### src/rtl/ee354_pkg.sv
// Shared state codes and default 100 MHz timing constants for the board-level
// button/switch conditioning blocks.
package ee354_pkg;

  typedef enum logic [2:0] {
    INI    = 3'd0,
    WQ     = 3'd1,
    SCEN_S = 3'd2,
    WH     = 3'd3,
    REPEAT = 3'd4,
    WFCR   = 3'd5
  } deb_state_e;

  localparam int DEB_25MS   = 2_500_000;
  localparam int HOLD_500MS = 50_000_000;
  localparam int MC_250MS   = 25_000_000;

endpackage

### src/rtl/sync_2ff.sv
// Two-flop synchroniser for asynchronous single-bit inputs (buttons, switches).
module sync_2ff (
  input  logic clk_i,
  input  logic rst_i,
  input  logic d_i,
  output logic q_o
);

  logic meta_q;
  logic sync_q;

  always_ff @(posedge clk_i or posedge rst_i) begin
    if (rst_i) begin
      meta_q <= 1'b0;
      sync_q <= 1'b0;
    end else begin
      meta_q <= d_i;
      sync_q <= meta_q;
    end
  end

  assign q_o = sync_q;

endmodule

### src/rtl/btn_debouncer.sv
// Push-button conditioner: synchronise, debounce press/release, and derive
// single-clock, auto-repeat and continuous enables from a Moore FSM.
module btn_debouncer
  import ee354_pkg::*;
#(
  parameter int DEB_CYCLES  = DEB_25MS,
  parameter int HOLD_CYCLES = HOLD_500MS,
  parameter int MC_PERIOD   = MC_250MS,
  parameter int CNT_W       = 26
) (
  input  logic       board_clk,
  input  logic       Reset,
  input  logic       PB,
  output logic       DPB,
  output logic       SCEN,
  output logic       MCEN,
  output logic       CCEN,
  output logic [2:0] state_o
);

  localparam logic [CNT_W-1:0] DEB_LAST  = CNT_W'(DEB_CYCLES - 1);
  localparam logic [CNT_W-1:0] HOLD_LAST = CNT_W'(HOLD_CYCLES - 1);
  localparam logic [CNT_W-1:0] MC_LAST   = CNT_W'(MC_PERIOD - 1);
  localparam logic [CNT_W-1:0] CNT_ONE   = CNT_W'(1);

  logic             pb_s;
  deb_state_e       state_q, state_d;
  logic [CNT_W-1:0] count_q, count_d;

  sync_2ff u_sync (
    .clk_i (board_clk),
    .rst_i (Reset),
    .d_i   (PB),
    .q_o   (pb_s)
  );

  always_ff @(posedge board_clk or posedge Reset) begin
    if (Reset) begin
      state_q <= INI;
      count_q <= '0;
    end else begin
      state_q <= state_d;
      count_q <= count_d;
    end
  end

  always_comb begin
    state_d = state_q;
    count_d = count_q;
    unique case (state_q)
      INI: begin
        count_d = '0;
        if (pb_s) state_d = WQ;
      end
      WQ: begin
        // A release during qualification wins even on the terminal count.
        if (!pb_s) begin
          state_d = INI;
          count_d = '0;
        end else if (count_q == DEB_LAST) begin
          state_d = SCEN_S;
          count_d = '0;
        end else begin
          count_d = count_q + CNT_ONE;
        end
      end
      SCEN_S: begin
        state_d = WH;
        count_d = '0;
      end
      WH: begin
        if (!pb_s) begin
          state_d = WFCR;
          count_d = '0;
        end else if (count_q == HOLD_LAST) begin
          state_d = REPEAT;
          count_d = '0;
        end else begin
          count_d = count_q + CNT_ONE;
        end
      end
      REPEAT: begin
        if (!pb_s) begin
          state_d = WFCR;
          count_d = '0;
        end else begin
          count_d = (count_q == MC_LAST) ? '0 : count_q + CNT_ONE;
        end
      end
      WFCR: begin
        // Any bounce high restarts release qualification without a new SCEN.
        if (pb_s) begin
          count_d = '0;
        end else if (count_q == DEB_LAST) begin
          state_d = INI;
          count_d = '0;
        end else begin
          count_d = count_q + CNT_ONE;
        end
      end
      default: begin
        state_d = INI;
        count_d = '0;
      end
    endcase
  end

  assign DPB     = (state_q == SCEN_S) || (state_q == WH) ||
                   (state_q == REPEAT) || (state_q == WFCR);
  assign SCEN    = (state_q == SCEN_S);
  assign MCEN    = (state_q == SCEN_S) || ((state_q == REPEAT) && (count_q == '0));
  assign CCEN    = (state_q == SCEN_S) || (state_q == REPEAT);
  assign state_o = state_q;

endmodule

### config.mk
export PLATFORM = sky130hd
export DESIGN_NAME = btn_debouncer
export DESIGN_NICKNAME = d
export VERILOG_FILES = /design/src/rtl/ee354_pkg.sv /design/src/rtl/sync_2ff.sv /design/src/rtl/btn_debouncer.sv
export SDC_FILE = /design/constraint.sdc
export NUM_CORES = 1
export LEC_CHECK = 0
export CELL_PAD_IN_SITES_DETAIL_PLACEMENT = 1
export CELL_PAD_IN_SITES_GLOBAL_PLACEMENT = 2
export CORE_ASPECT_RATIO = 0.6
export CORE_MARGIN = 10
export CORE_UTILIZATION = 28
export CTS_BUF_LIST = sky130_fd_sc_hd__clkbuf_2 sky130_fd_sc_hd__clkbuf_4 sky130_fd_sc_hd__clkbuf_8
export DETAILED_ROUTE_END_ITERATION = 16
export PLACE_DENSITY_LB_ADDON = 0.1
export RECOVER_POWER = 50
export SLEW_MARGIN = 30
export SYNTH_ARGS = -nofsm -noshare
export SYNTH_HDL_FRONTEND = slang
export SYNTH_SLANG_ARGS = --single-unit
### constraint.sdc
create_clock -name board_clk -period 4.38 [get_ports board_clk]
set_input_delay 0.657 -clock board_clk [delete_from_list [all_inputs] [get_ports board_clk]]
set_output_delay 0.657 -clock board_clk [all_outputs]
set_load 0.01 [all_outputs]
==> impl_metrics.toml, run 1 <==
[sta]
slew_headroom_pct = -24.5
setup-violations-final = 0
tns_ps = 0
finClkSkew_ps = 5.15
fin_crit_sh_pct = 67.9
hold_viol = 0
worst_pin_slew_ps = 1870
period_minus_slack_ps = 2970
finalMaxSlewViolations = 32
fmax_ghz = 0.336
rsz0062_at_grt = "false"

[synthesis]
synth_mux_area_share_pct = 0
synth_top_family_by_area = "simple AND/OR/NAND/NOR gates"
async_reset_ff_share_pct = 100
yosysSeqAreaShare_pct = 42.2
yosysUniqueCellTypes = 37
syn_inst = 200
synth_warnings = 0
synth-compound-area-share_pct = 5.18
synth_area_leaders = "dfrtp_1 (42%), xor2_1 (7.6%), nand3_1 (5.7%)"
syn_area_um2 = 1840
synth_top_cell_by_area = "dfrtp_1"
synthXorXnorAreaFrac_pct = 11.9
synth_top_area_share_pct = 42.2
synth_edf_count = 0
synth_seq_cells = 31
synthAdderAreaFrac_pct = 1.36
synth_area_per_cell_um2 = 9.18
synthFlopType = "dfrtp_1"
synthSimpleGateAreaFrac_pct = 34.1
syn_nets = 205

[floorplan]
die_x_um = 125
rows = 22
die_h_um = 82.7
die_area_um2 = 10300
io_pins = 10
fp.coreArea_um2 = 6250
start_util_pct = 29.4

[global_route]
grt_pass1_vias = 1554
grt_max_degree = 32
grt_overflow = 0
grt_pass1_wl_um = 8650
antenna_found_initial = 0
grt_usage_pct = 10.7

[clocking]
cts_resized = 0
cts_sinks = 31
cts_setup_buffers = 0
clock_latency_ps = 290
htreeDepth = 2
ctsHoldBuffers = 0
root_buffer = "clkbuf_8"
clockBufferDepth = 2
tritoncts = "done"
numCtsBuffers = 5
clk_pin_slew_ps = 70

[drt]
drt_first_pass_iters = 4
avgViaCountPerCell = 5.15
num_vias = 1499
routed_wl_um = 5210
wl_per_cell_um = 17.9
ant_nets = 0
drc = 0
drt_iter0_drc = 81

[placed_design]
detailed_place_hpwl_um = 3880
gp_congestion = 0.784
placed_area_um2 = 1970
port_buffers = 9

[setup_path]
worstSetupPathType = "reg -> out"
cp-end-kind = "output pin"
cp-start-kind = "register"
reg2reg_depth = 6
worstPathRequired_ps = 3720
critPathMaxFanout = 6
regToRegStartpoint = "count_q[0]"
r2r_end = "count_q[1]"
rrSetupSlack_ps = 2020
crit_arrival_ps = 2320

[finish]
layout_common_cells = "dfrtp_1 (31), nor2_1 (23), nand3_1 (21)"
final_common_cell = "dfrtp_1"
drive_gt1_share_pct = 12.1
fin_nets = 211
num-fill-cells = 700
final_area_um2 = 2080
area_growth_pct = 13.1
diodes = 0

[worst_hold_path]
worstHoldStart = "u_sync.meta_q"
min_path_type = "reg -> reg"
min_path_cells = 0
holdPathEnd = "u_sync.q_o"

[status]
violations = "max-capacitance violations, max-slew violations"
status = "finished with violations"

[pwr]
p_per_area_nw_per_um2 = 279
p_leak_nw = 0.806
worst_ir_drop_vdd_mv = 0.0913

[run]
maxCapViolCount = 1
## per-stage QoR
step	hold WS (ps)	power (W)	worst slack (ps)	cells	utilization (%)
2_1_floorplan	331	0.000314	2290	200	-
3_5_place_dp	350	0.000322	1720	283	31.6
6_report	361	0.000579	1410	291	33.2
4_1_cts	365	0.000586	1400	291	33.3
3_3_place_gp	334	0.000320	1750	283	31.6
5_1_grt	377	0.000600	1300	291	33.2
## metal layers
metal	vias to the layer above	global-route usage, %	wire length, um
met5	-	0	0
met4	0	4.63	78
met3	7	2.48	142
met2	17	15.5	2100
met1	770	14.9	2890
li1	705	-	-
## cell usage after synthesis (all sizes together) (2+ instances only)
cell type / instances
nor2: 32
dfrtp: 31
nand3: 21
xor2: 16
nand2: 14
nor4: 10
clkbuf: 9
xnor2: 9
and3: 8
inv: 8
nand4: 7
nor2b: 4
nor3: 4
and4: 3
o21ai: 3
a21oi: 2
buf: 2
ha: 2
nor4b: 2
## worst max-delay path by stage
stage	start	to	slack, ps	cells past startpoint
3_5_place_dp	count_q[10]	MCEN	1720	5
2_1_floorplan	count_q[10]	MCEN	2290	4
6_report	count_q[11]	MCEN	1410	5
3_3_place_gp	count_q[10]	MCEN	1750	5
5_1_grt	state_o[2]	MCEN	1300	6
4_1_cts	count_q[10]	MCEN	1400	5
## kinds of logic (layout without fill, tap and decap cells)
family | count (synthesis) | count (layout)
and+or+nand+nor | 111 | 111
xor gates and xnor gates | 25 | 25
AOI/OAI and AO/OA | 12 | 12
buffers and inverters | 19 | 26
DFF | 31 | 31
adders and majority gates | 2 | 2
## worst max-delay path, cell delays in order, from the launching register on
cell             delay, ps
dfrtp_1                450
or4_4                  550
nor3_1                 210
nand3_1                100
a21oi_1                150
clkdlybuf4s50_1        570
## flip-flops by register name (all words and copies together), names as in the netlist
signal / cells
count_q: 26
u_sync.meta_q: 1
u_sync.q_o: 1
state_o: 3
## power breakdown
part            total, W  internal (W)  switching, W
Sequential      0.000293      0.000288    0.00000414
Combinational  0.0000221    0.00000700     0.0000151
Clock           0.000264      0.000150      0.000114
Total           0.000579      0.000445      0.000133
## cell type report
type	count	area [um2]	share of cell area, %
Multi-Input combinational cell	150	968	46.6
Sequential cell	31	776	37.3
Tap cell	84	105	5.06
Clock buffer	8	104	5.00
Timing Repair Buffer	10	93.8	4.52
Inverter	8	30.0	1.45
Power figures use the tool's default switching activity.
==> run 2: changes to the inputs <==
Clock period 4.38 ns to 2.5 ns, I/O delays scaled along.
==> run 2 against run 1 <==
Against the previous run:
- the run now ends clean
- critical path type is now reg -> reg
- largest power group unchanged
- cell area increased by 3.7%
- combinational power increased by 73%
- highest routed layer unchanged
- largest cell class unchanged
- first-iteration DRC count increased by 28%
- setup slack worse by 1200 ps
==> impl_metrics.toml, run 2 (synthesis gave the netlist of run 1 again) <==
[global_route]
met3_usage_pct = 3.12
grt_pass1_wl_um = 8610
busiest_layer = "met1"
grtUsageMet2_pct = 14.4
grt_max_degree = 32
grt_util_met1_pct = 15.6
grt_overflow = 0
antenna_found_initial = 0
grt_usage_pct = 10.8
grt_pass1_vias = 1524

[setup_path]
worstSetupPathType = "reg -> reg"
regToRegStartpoint = "count_q[0]"
rrSetupSlack_ps = 180
cp-start-kind = "register"
cp-end-kind = "register"
reg2reg_depth = 6
crit_arrival_ps = 2490
r2r_end = "count_q[11]"
critPathMaxFanout = 25
worstPathRequired_ps = 2670

[finish]
fin_nets = 222
drive_gt1_share_pct = 17.9
diodes = 0
final_area_um2 = 2150
area_growth_pct = 17.2
regMostFlops = "count_q"
final_common_cell = "dfrtp_1"
layout_common_cells = "dfrtp_1 (31), nor2_1 (23), nand3_1 (21)"
largest_register_ffs = 26
fin_cells = 302

[floorplan]
die_area_um2 = 10300
die_h_um = 82.7
fp.coreArea_um2 = 6250
io_pins = 10
start_util_pct = 29.4
rows = 22
die_x_um = 125

[worst_hold_path]
min_path_cells = 0
holdPathEnd = "u_sync.q_o"
min_path_type = "reg -> reg"
worstHoldStart = "u_sync.meta_q"

[clocking]
tritoncts = "done"
cts_setup_buffers = 0
clockBufferDepth = 2
clk_pin_slew_ps = 70
cts_resized = 1
root_buffer = "clkbuf_8"
numCtsBuffers = 5
clock_latency_ps = 290
htreeDepth = 2
cts_sinks = 31
ctsHoldBuffers = 0

[drt]
drt_iter0_drc = 104
num_vias = 1524
drt_first_pass_iters = 4
drc = 0
wl_per_cell_um = 17.5
routed_wl_um = 5300
avgViaCountPerCell = 5.05
ant_nets = 0

[pwr]
power.switching_w = 0.000231
power.total_w = 0.00101
seq_power_share_pct = 50.7
p_int_w = 0.000780
pwr-share-clk_pct = 45.5
pwr-share-comb_pct = 3.8
p_leak_nw = 0.857
p_per_area_nw_per_um2 = 469
worst_ir_drop_vdd_mv = 0.163
switching_share_pct = 22.9

[run]
maxCapViolCount = 0

[sta]
rsz0062_at_grt = "false"
tns_ps = 0
period_minus_slack_ps = 2320
finClkSkew_ps = 2.24
worst_pin_slew_ps = 850
setup-violations-final = 0
hold_viol = 0
fin_crit_sh_pct = 92.9
slew_headroom_pct = 43.3
finalMaxSlewViolations = 0
hold_ws_ps = 355
fmax_ghz = 0.431

[placed_design]
dp_cells = 294
placed_area_um2 = 2060
port_buffers = 9
detailed_place_hpwl_um = 3970
gp_congestion = 0.769

[status]
status = "finished, final reports clean"
==> run 2: changes by cell type in the layout (fill, tap and decap cells not counted) <==
| cell | before | now |
|---|---|---|
| buf_4 | 0 | 11 |
| clkbuf_2 | 0 | 2 |
| clkdlybuf4s50_1 | 7 | 5 |
| nor4_2 | 1 | 3 |
| clkbuf_1 | 1 | 0 |
| dlygate4sd3_1 | 2 | 3 |
| nor4_1 | 8 | 7 |
| nor4_4 | 1 | 0 |
==> run 2: through the flow <==
step	setup WS (ps)	utilization (%)
6_report	178	34.5
5_1_grt	17.6	34.5
4_1_cts	79.1	34.6
3_5_place_dp	130	32.9
3_3_place_gp	149	32.9
2_1_floorplan	545	-
==> run 2: area by class of cell <==
class	count	area, um2
fillers	712	4100
multi-input cells	150	966
flip-flops and latches	31	776
repair buffers	21	173
well taps	84	105
clock buffers	8	104
inverters	8	30.0
==> run 2: routing by layer <==
layer	share of wire [%]	vias to the layer above
met5	0	-
met4	1.3	0
met3	3.3	6
met2	40	27
met1	55	764
li1	-	727
==> run 2: power by group through the flow <==
stage | Clock [W] | Combinational [W] | Sequential [W]
after detailed placement | 0 | 0.0000405 | 0.000522
after floorplan | 0 | 0.0000334 | 0.000518
after CTS | 0.000480 | 0.0000412 | 0.000513
after global placement | 0 | 0.0000397 | 0.000522
after global routing | 0.000500 | 0.0000439 | 0.000514
final | 0.000460 | 0.0000382 | 0.000513
==> run 2: critical path: stages (launching register included) <==
cell and delay [ps]:
dfrtp_1 420, ha_1 240, nand4_2 180, or2_2 360, nor4_2 380, o221a_4 490
nor2_1 100
==> run 2: how the worst max path moves through the flow <==
| stage | from | endpoint | slack (ps) | depth (start not counted) |
|---|---|---|---|---|
| final | count_q[0] | count_q[11] | 180 | 6 |
| after global routing | count_q[0] | count_q[11] | 20 | 6 |
| after CTS | count_q[10] | MCEN | 80 | 5 |
| after detailed placement | count_q[10] | MCEN | 130 | 5 |
| after global placement | count_q[10] | MCEN | 150 | 5 |
| after floorplan | count_q[0] | count_q[0] | 550 | 7 |
